**config.mk**
```make
export PLATFORM = sky130hd
export DESIGN_NAME = alu_muldiv_seq
export DESIGN_NICKNAME = d
export VERILOG_FILES = /design/src/rtl/alu_muldiv_seq.sv
export SDC_FILE = /design/constraint.sdc
export NUM_CORES = 1
export LEC_CHECK = 0
export ABC_AREA = 0
export CAP_MARGIN = 25
export CORE_ASPECT_RATIO = 1.25
export CORE_MARGIN = 5
export CORE_UTILIZATION = 52
export DETAILED_ROUTE_END_ITERATION = 12
export HOLD_SLACK_MARGIN = 0.02
export PLACE_DENSITY = 0.86
export SLEW_MARGIN = 20
export SYNTH_ARGS = -nofsm -noshare
export SYNTH_HDL_FRONTEND = slang
export SYNTH_SLANG_ARGS = --single-unit
export TNS_END_PERCENT = 30
```
**constraint.sdc**
```tcl
create_clock -name clk -period 3.7 [get_ports clk]
set_clock_uncertainty 0.1 [all_clocks]
set_input_delay 0.555 -clock clk [delete_from_list [all_inputs] [get_ports clk]]
set_output_delay 0.555 -clock clk [all_outputs]
set_load 0.02 [all_outputs]
```
**src/rtl/alu_muldiv_seq.sv**
```systemverilog
// Multi-cycle unsigned 8x8 multiply / 8/8 divide sequencer. It borrows the core's
// 8-bit ALU for one add or subtract per clock: shift-add multiply, restoring divide.
module alu_muldiv_seq #(
   parameter int ITERS = 8
) (
   input  logic       clk,
   input  logic       rst_n,
   input  logic       start,
   input  logic       is_div,
   input  logic [7:0] op_a,
   input  logic [7:0] op_b,
   output logic       busy,
   output logic       done,
   output logic [7:0] result_lo,
   output logic [7:0] result_hi,
   output logic       div_by_zero,
   output logic [7:0] alu_a,
   output logic [7:0] alu_b,
   output logic [3:0] alu_op,
   output logic       alu_mode,
   output logic       alu_cf_in,
   input  logic [7:0] alu_res,
   input  logic       alu_cf
);

   localparam int CNT_W = $clog2(ITERS);
   localparam logic [CNT_W-1:0] CNT_LAST = CNT_W'(ITERS - 1);

   typedef enum logic [1:0] {
      S_IDLE = 2'd0,
      S_ITER = 2'd1,
      S_DONE = 2'd2
   } state_t;

   state_t           r_state;
   logic             r_is_div;
   logic [7:0]       r_d;
   logic [7:0]       r_h;      // MUL: product high byte H; DIV: partial remainder R
   logic [7:0]       r_l;      // MUL: product low byte L;  DIV: quotient Q
   logic [CNT_W-1:0] r_cnt;
   logic             r_busy;
   logic             r_done;
   logic [7:0]       r_result_lo;
   logic [7:0]       r_result_hi;
   logic             r_dbz;

   logic [7:0]       w_s;
   logic [7:0]       w_h_nxt;
   logic [7:0]       w_l_nxt;

   assign w_s = {r_h[6:0], r_l[7]};

   // ALU drive depends only on registered state, so there is no loop through the ALU.
   always_comb begin
      alu_a     = 8'h00;
      alu_b     = 8'h00;
      alu_op    = 4'b1111;
      alu_mode  = 1'b1;
      alu_cf_in = 1'b0;
      if (r_state == S_ITER) begin
         alu_mode = 1'b0;
         if (r_is_div) begin
            alu_op    = 4'b0110;
            alu_cf_in = 1'b0;
            alu_a     = w_s;
            alu_b     = r_d;
         end else begin
            alu_op    = 4'b1001;
            alu_cf_in = 1'b1;
            alu_a     = r_h;
            alu_b     = r_l[0] ? r_d : 8'h00;
         end
      end
   end

   // One iteration step. A set R[7] means the true 9-bit partial remainder exceeds D.
   always_comb begin
      w_h_nxt = r_h;
      w_l_nxt = r_l;
      if (r_is_div) begin
         if (r_h[7] || !alu_cf) begin
            w_h_nxt = alu_res;
            w_l_nxt = {r_l[6:0], 1'b1};
         end else begin
            w_h_nxt = w_s;
            w_l_nxt = {r_l[6:0], 1'b0};
         end
      end else begin
         {w_h_nxt, w_l_nxt} = {~alu_cf, alu_res, r_l[7:1]};
      end
   end

   always_ff @(posedge clk or negedge rst_n) begin
      if (!rst_n) begin
         r_state     <= S_IDLE;
         r_is_div    <= 1'b0;
         r_d         <= 8'h00;
         r_h         <= 8'h00;
         r_l         <= 8'h00;
         r_cnt       <= '0;
         r_busy      <= 1'b0;
         r_done      <= 1'b0;
         r_result_lo <= 8'h00;
         r_result_hi <= 8'h00;
         r_dbz       <= 1'b0;
      end else begin
         case (r_state)
            S_IDLE: begin
               r_done <= 1'b0;
               if (start) begin
                  r_is_div <= is_div;
                  r_d      <= op_b;
                  r_h      <= 8'h00;
                  r_l      <= op_a;
                  r_cnt    <= '0;
                  r_busy   <= 1'b1;
                  r_dbz    <= 1'b0;
                  if (is_div && (op_b == 8'h00)) begin
                     r_state     <= S_DONE;
                     r_done      <= 1'b1;
                     r_result_lo <= 8'hFF;
                     r_result_hi <= op_a;
                     r_dbz       <= 1'b1;
                  end else begin
                     r_state <= S_ITER;
                  end
               end
            end
            S_ITER: begin
               r_h   <= w_h_nxt;
               r_l   <= w_l_nxt;
               r_cnt <= r_cnt + 1'b1;
               if (r_cnt == CNT_LAST) begin
                  r_state     <= S_DONE;
                  r_done      <= 1'b1;
                  r_result_hi <= w_h_nxt;
                  r_result_lo <= w_l_nxt;
               end
            end
            S_DONE: begin
               r_done  <= 1'b0;
               r_busy  <= 1'b0;
               r_state <= S_IDLE;
            end
            default: begin
               r_state <= S_IDLE;
               r_busy  <= 1'b0;
               r_done  <= 1'b0;
            end
         endcase
      end
   end

   assign busy        = r_busy;
   assign done        = r_done;
   assign result_lo   = r_result_lo;
   assign result_hi   = r_result_hi;
   assign div_by_zero = r_dbz;

endmodule

```
# == Word level (Yosys, flattened, before mapping) ==
# Cells that the tools add are included.
# op_classes
bitwise,2
addsub,1
n_eq_ne,5
n_mux,38
reduce_logical,11
# op_table
op,count
8-bit two-way mux,16
8-bit case mux with 2 select lines,4
8-bit logical NOT,1
1-bit two-way mux,8
4-bit two-way mux,2
2-bit AND reduction,4
2-bit two-way mux,3
3-bit case mux with 2 select lines,1
2-bit inequality test (second input constant),2
1-bit case mux with 2 select lines,2
2-bit case mux with 2 select lines,1
4-bit AND reduction,1
3-bit by 1-bit adder with 3-bit output (second input constant),1
3-bit == test (second input constant),1
3-bit two-way mux,1
2-bit by 1-bit == test with 1-bit output (second input constant),1
2-bit logical NOT,1
2-bit by 1-bit inequality test with 1-bit output (second input constant),1
1-bit NOT,2
2-bit nonzero test,1
1-bit logical AND,1
1-bit logical NOT,1
1-bit logical OR,1
# totals
output_inout_bits,41
ff_bits,49
in_bits,29

# == Longest topological paths before layout ==
# depth
depth_word,6
mapped_depth,7

# == Worst setup path before layout ==
# OpenSTA, ideal clock, no wires.
# synth_path
path_type,reg2out
start,reg r_state[0]
end,out alu_a[7]
stages_incl_launch_ff,7
required_time_ps,3045
arrival_ps,1395
slack_ps,1650
path_cell_list,dfrtp_1 > buf_2 > nor2b_1 > buf_2 > inv_2 > buf_2 > a21oi_1
# synth_between
elab_chain_cells,2
# synth_lines
item,line_no,source
"start, declared",35,state_t r_state;
"start signal, assigned",95,r_state <= S_IDLE;
"start signal, assigned",119,r_state <= S_DONE;
"start signal, assigned",125,r_state <= S_ITER;
2-bit by 1-bit == test with 1-bit output,60,if (r_state == S_ITER) begin
8-bit two-way mux,60,
"end, declared",17,"output logic [7:0] alu_a,"
# No other way between the ends.

# == Worst setup path in the final report ==
# layout_path
start,reg r_state[0]
end,out alu_b[7]
# layout_between
elab_chain_cells,2
# layout_lines
item,line_no,source
2-bit by 1-bit == test with 1-bit output,60,
8-bit two-way mux,60,
"end, declared",18,"output logic [7:0] alu_b,"
# No other way between the ends.

==> flow_summary_export.csv <==
group,metric,value,unit
outcome,status,"complete, no violations",
timing,fmax,319,MHz
setup_path,cp_top_family,"buffers and inverters",
clocking,clk_latency,0.30,ns
placement,dp_hpwl,4.72,mm
synth,ys_ff_latch,49,
clocking,clock_path_buffers,2,
floorplan,num_io_pins,70,
detailed_routing,wl_per_cell,17.4,um
clocking,cts_buffers,5,
synth,yosys.area.top_type,"dfrtp_1",
synth,synth_cell_types,35,
grt,grt_util_all_layers,21.5,%
clocking,cts_max_level,2,
grt,overflow,0,
layout,fillerInstances,366,
layout,finalNetCount,343,
layout,final_layout_size_suffix_gt1_share,13.8,%
timing,finalCritPeriodShare,84.8,%
detailed_routing,drtIter0Drc,152,
setup_path,critPathLaunch,"r_state[0]",
grt,grt_pass1_vias,2255,
synth,synth_ff_type,"dfrtp_1",
floorplan,die_x,73.2,um
clocking,path_clk_slew,0.09,ns
layout,fin_util,70.9,%
setup_path,cp_num_buf_inv,3,
synth,async_flop_share,100,%
synth,yosysSeqAreaShare,47.2,%
power_and_ir_drop,p_total,3.23,mW
synth,netlist_area,2600,sq um
setup_path,cp_data_required_time,3.04,ns
grt,antenna_found_initial,0,
timing,slew_headroom,59.4,%
grt,grt_max_degree,33,
detailed_routing,finalWirelength,6.48,mm
floorplan,die-area,6510,sq um
power_and_ir_drop,power.density,948,nW/um^2
setup_path,cp-start-kind,"flop",
synth,syn_area_per_cell,10.5,sq um
detailed_routing,dr.pass1.iters,4,
floorplan,start_util,54.1,%
setup_path,end_kind,"output pin",
timing,slew_violations,0,
synth,synth_cells,247,
placement,gp_congestion,0.805,
setup_path,worst-path-max-fanout,19,
min_path,hp-class,"input pin to asynchronous set/reset pin",
timing,holdWs,0.0829,ns
power_and_ir_drop,peakVddDrop,507,uV
clocking,ctsResizeCount,0,
power_and_ir_drop,leakage,1.43,nW
timing,rsz0062_at_grt,"no",
detailed_routing,vias,2163,
timing,min_period,3.14,ns
synth,syn_nets,278,
floorplan,chipHeight,89,um
timing,tns,0,ns
clocking,cts-root-buf,"clkbuf_8",
floorplan,rows,28,
clocking,cts-hold-fix-buffers,0,
clocking,cts_tree,"done",
detailed_routing,detail_route.drc_violations,0,
detailed_routing,ant_nets,0,
setup_path,path_cells,"buf_4, nor2b_1, inv_2, nor2_1, and2_1, clkdlybuf4s50_1",
layout,syn_to_final_growth,31.0,%
layout,diodes,0,
placement,io_buffers,69,
timing,finalSetupViolations,0,
clocking,post_cts_buffers,0,
setup_path,crit_type,"flop to output pin",
synth,yosysTopAreaCellShare,47.2,%
detailed_routing,drt-vias-per-instance,5.81,
setup_path,reg2reg_from,"r_is_div",
timing,hold_violations,0,
grt,grt_pass1_wl,10.8,mm
synth,ys_top_cells_by_area,"dfrtp_1 47%, mux2_2 7.4%, mux2i_1 5.8%",
synth,synth_edf_count,0,
job,maxCapViolations,0,
synth,synthTopCellsByCount,"49 x dfrtp_1, 30 x nand2_1, 24 x o21ai_0",
setup_path,slowest_delay,0.60,ns
synth,ys_warn_count,0,
clocking,cts_sinks,49,
floorplan,core,4800,sq um
synth,yosys.cell_count.top_type,"dfrtp_1",
setup_path,crit_slowest_cell,"clkdlybuf4s50_1",
setup_path,arrival,2.48,ns
timing,tightest_slew,0.607,ns
-- routing by layer --
layer,vias to the layer above,track usage (%),share of wire [%]
met1,1062,26.1,40
li1,997,-,-
met4,0,10.1,2.8
met3,19,4.72,6.5
met5,-,0,0
met2,85,36.4,50
-- final cells by class --
class | instances | area [sq um] | area share [%]
Multi-Input combinational cell | 176 | 1250 | 36.8
Clock buffer | 7 | 86.3 | 2.54
Timing Repair Buffer | 75 | 743 | 21.8
Inverter | 5 | 18.8 | 0.552
Sequential cell | 49 | 1230 | 36.0
Tap cell | 60 | 75.1 | 2.21
-- report_power, final --
group	switching, mW	total (mW)	internal, mW	leakage (nW)
sequential	0.203	0.998	0.794	0.575
combinational	0.973	1.91	0.938	0.811
clock	0.168	0.316	0.149	0.0443
-- kinds of logic (layout without fill, tap and decap cells) --
kind of cell             count (synthesis)  in the layout  share of synthesized area [%]
AND/OR/NAND/NOR                         79             79                           16.5
AO/OA/AOI/OAI                           55             55                           13.0
flip-flops                              49             49                           47.2
multiplexers                            40             40                           17.8
buffers and inverters                   22             87                           4.53
adder cells (fa/ha/maj)                  2              2                          0.964
-- per-stage QoR --
stage	instance area (sq um)	cells	setup WS [ns]
floorplan	2600	247	1.65
global placement	3300	364	0.990
detailed placement	3320	365	0.847
CTS	3400	372	0.504
global route	3400	372	0.338
finish	3400	372	0.562
-- worst paths after layout --
kind                           endpoint  slack [ns]  cells past startpoint
min reg2reg                    r_cnt[0]        0.39                      1
max in group asynchronous  result_hi[0]        2.90                      2
min in group clk               r_cnt[0]        0.39                      1
min                              r_l[4]        0.08                      1
max                            alu_b[7]        0.56                      6
max reg2reg                result_hi[2]        1.53                      4
-- placed cells by master, fill, tap and decap left out, drive strengths merged --
cell	instances
clkdlybuf4s50	68
dfrtp	49
nand2	31
o21ai	26
mux2	25
mux2i	15
nor2	15
a21oi	9
and2	8
nor3b	8
and3b	7
a211oi	7
o22a	7
clkbuf	7
buf	7
nor2b	4
inv	4
a22o	3
ha	2
clkinv	1
nand2b	1
or2	1
nor4	1
nor3	1
nand4	1
nand3	1
a21boi	1
o22ai	1
a22oi	1
-- sequential cells by signal (all words and copies together), names as in the netlist --
signal / count
result_hi: 8
r_l: 8
r_cnt: 3
r_d: 8
r_h: 8
div_by_zero: 1
done: 1
r_state: 2
result_lo: 8
r_is_div: 1
busy: 1
Note: power is estimated with default switching activity, not from simulation.
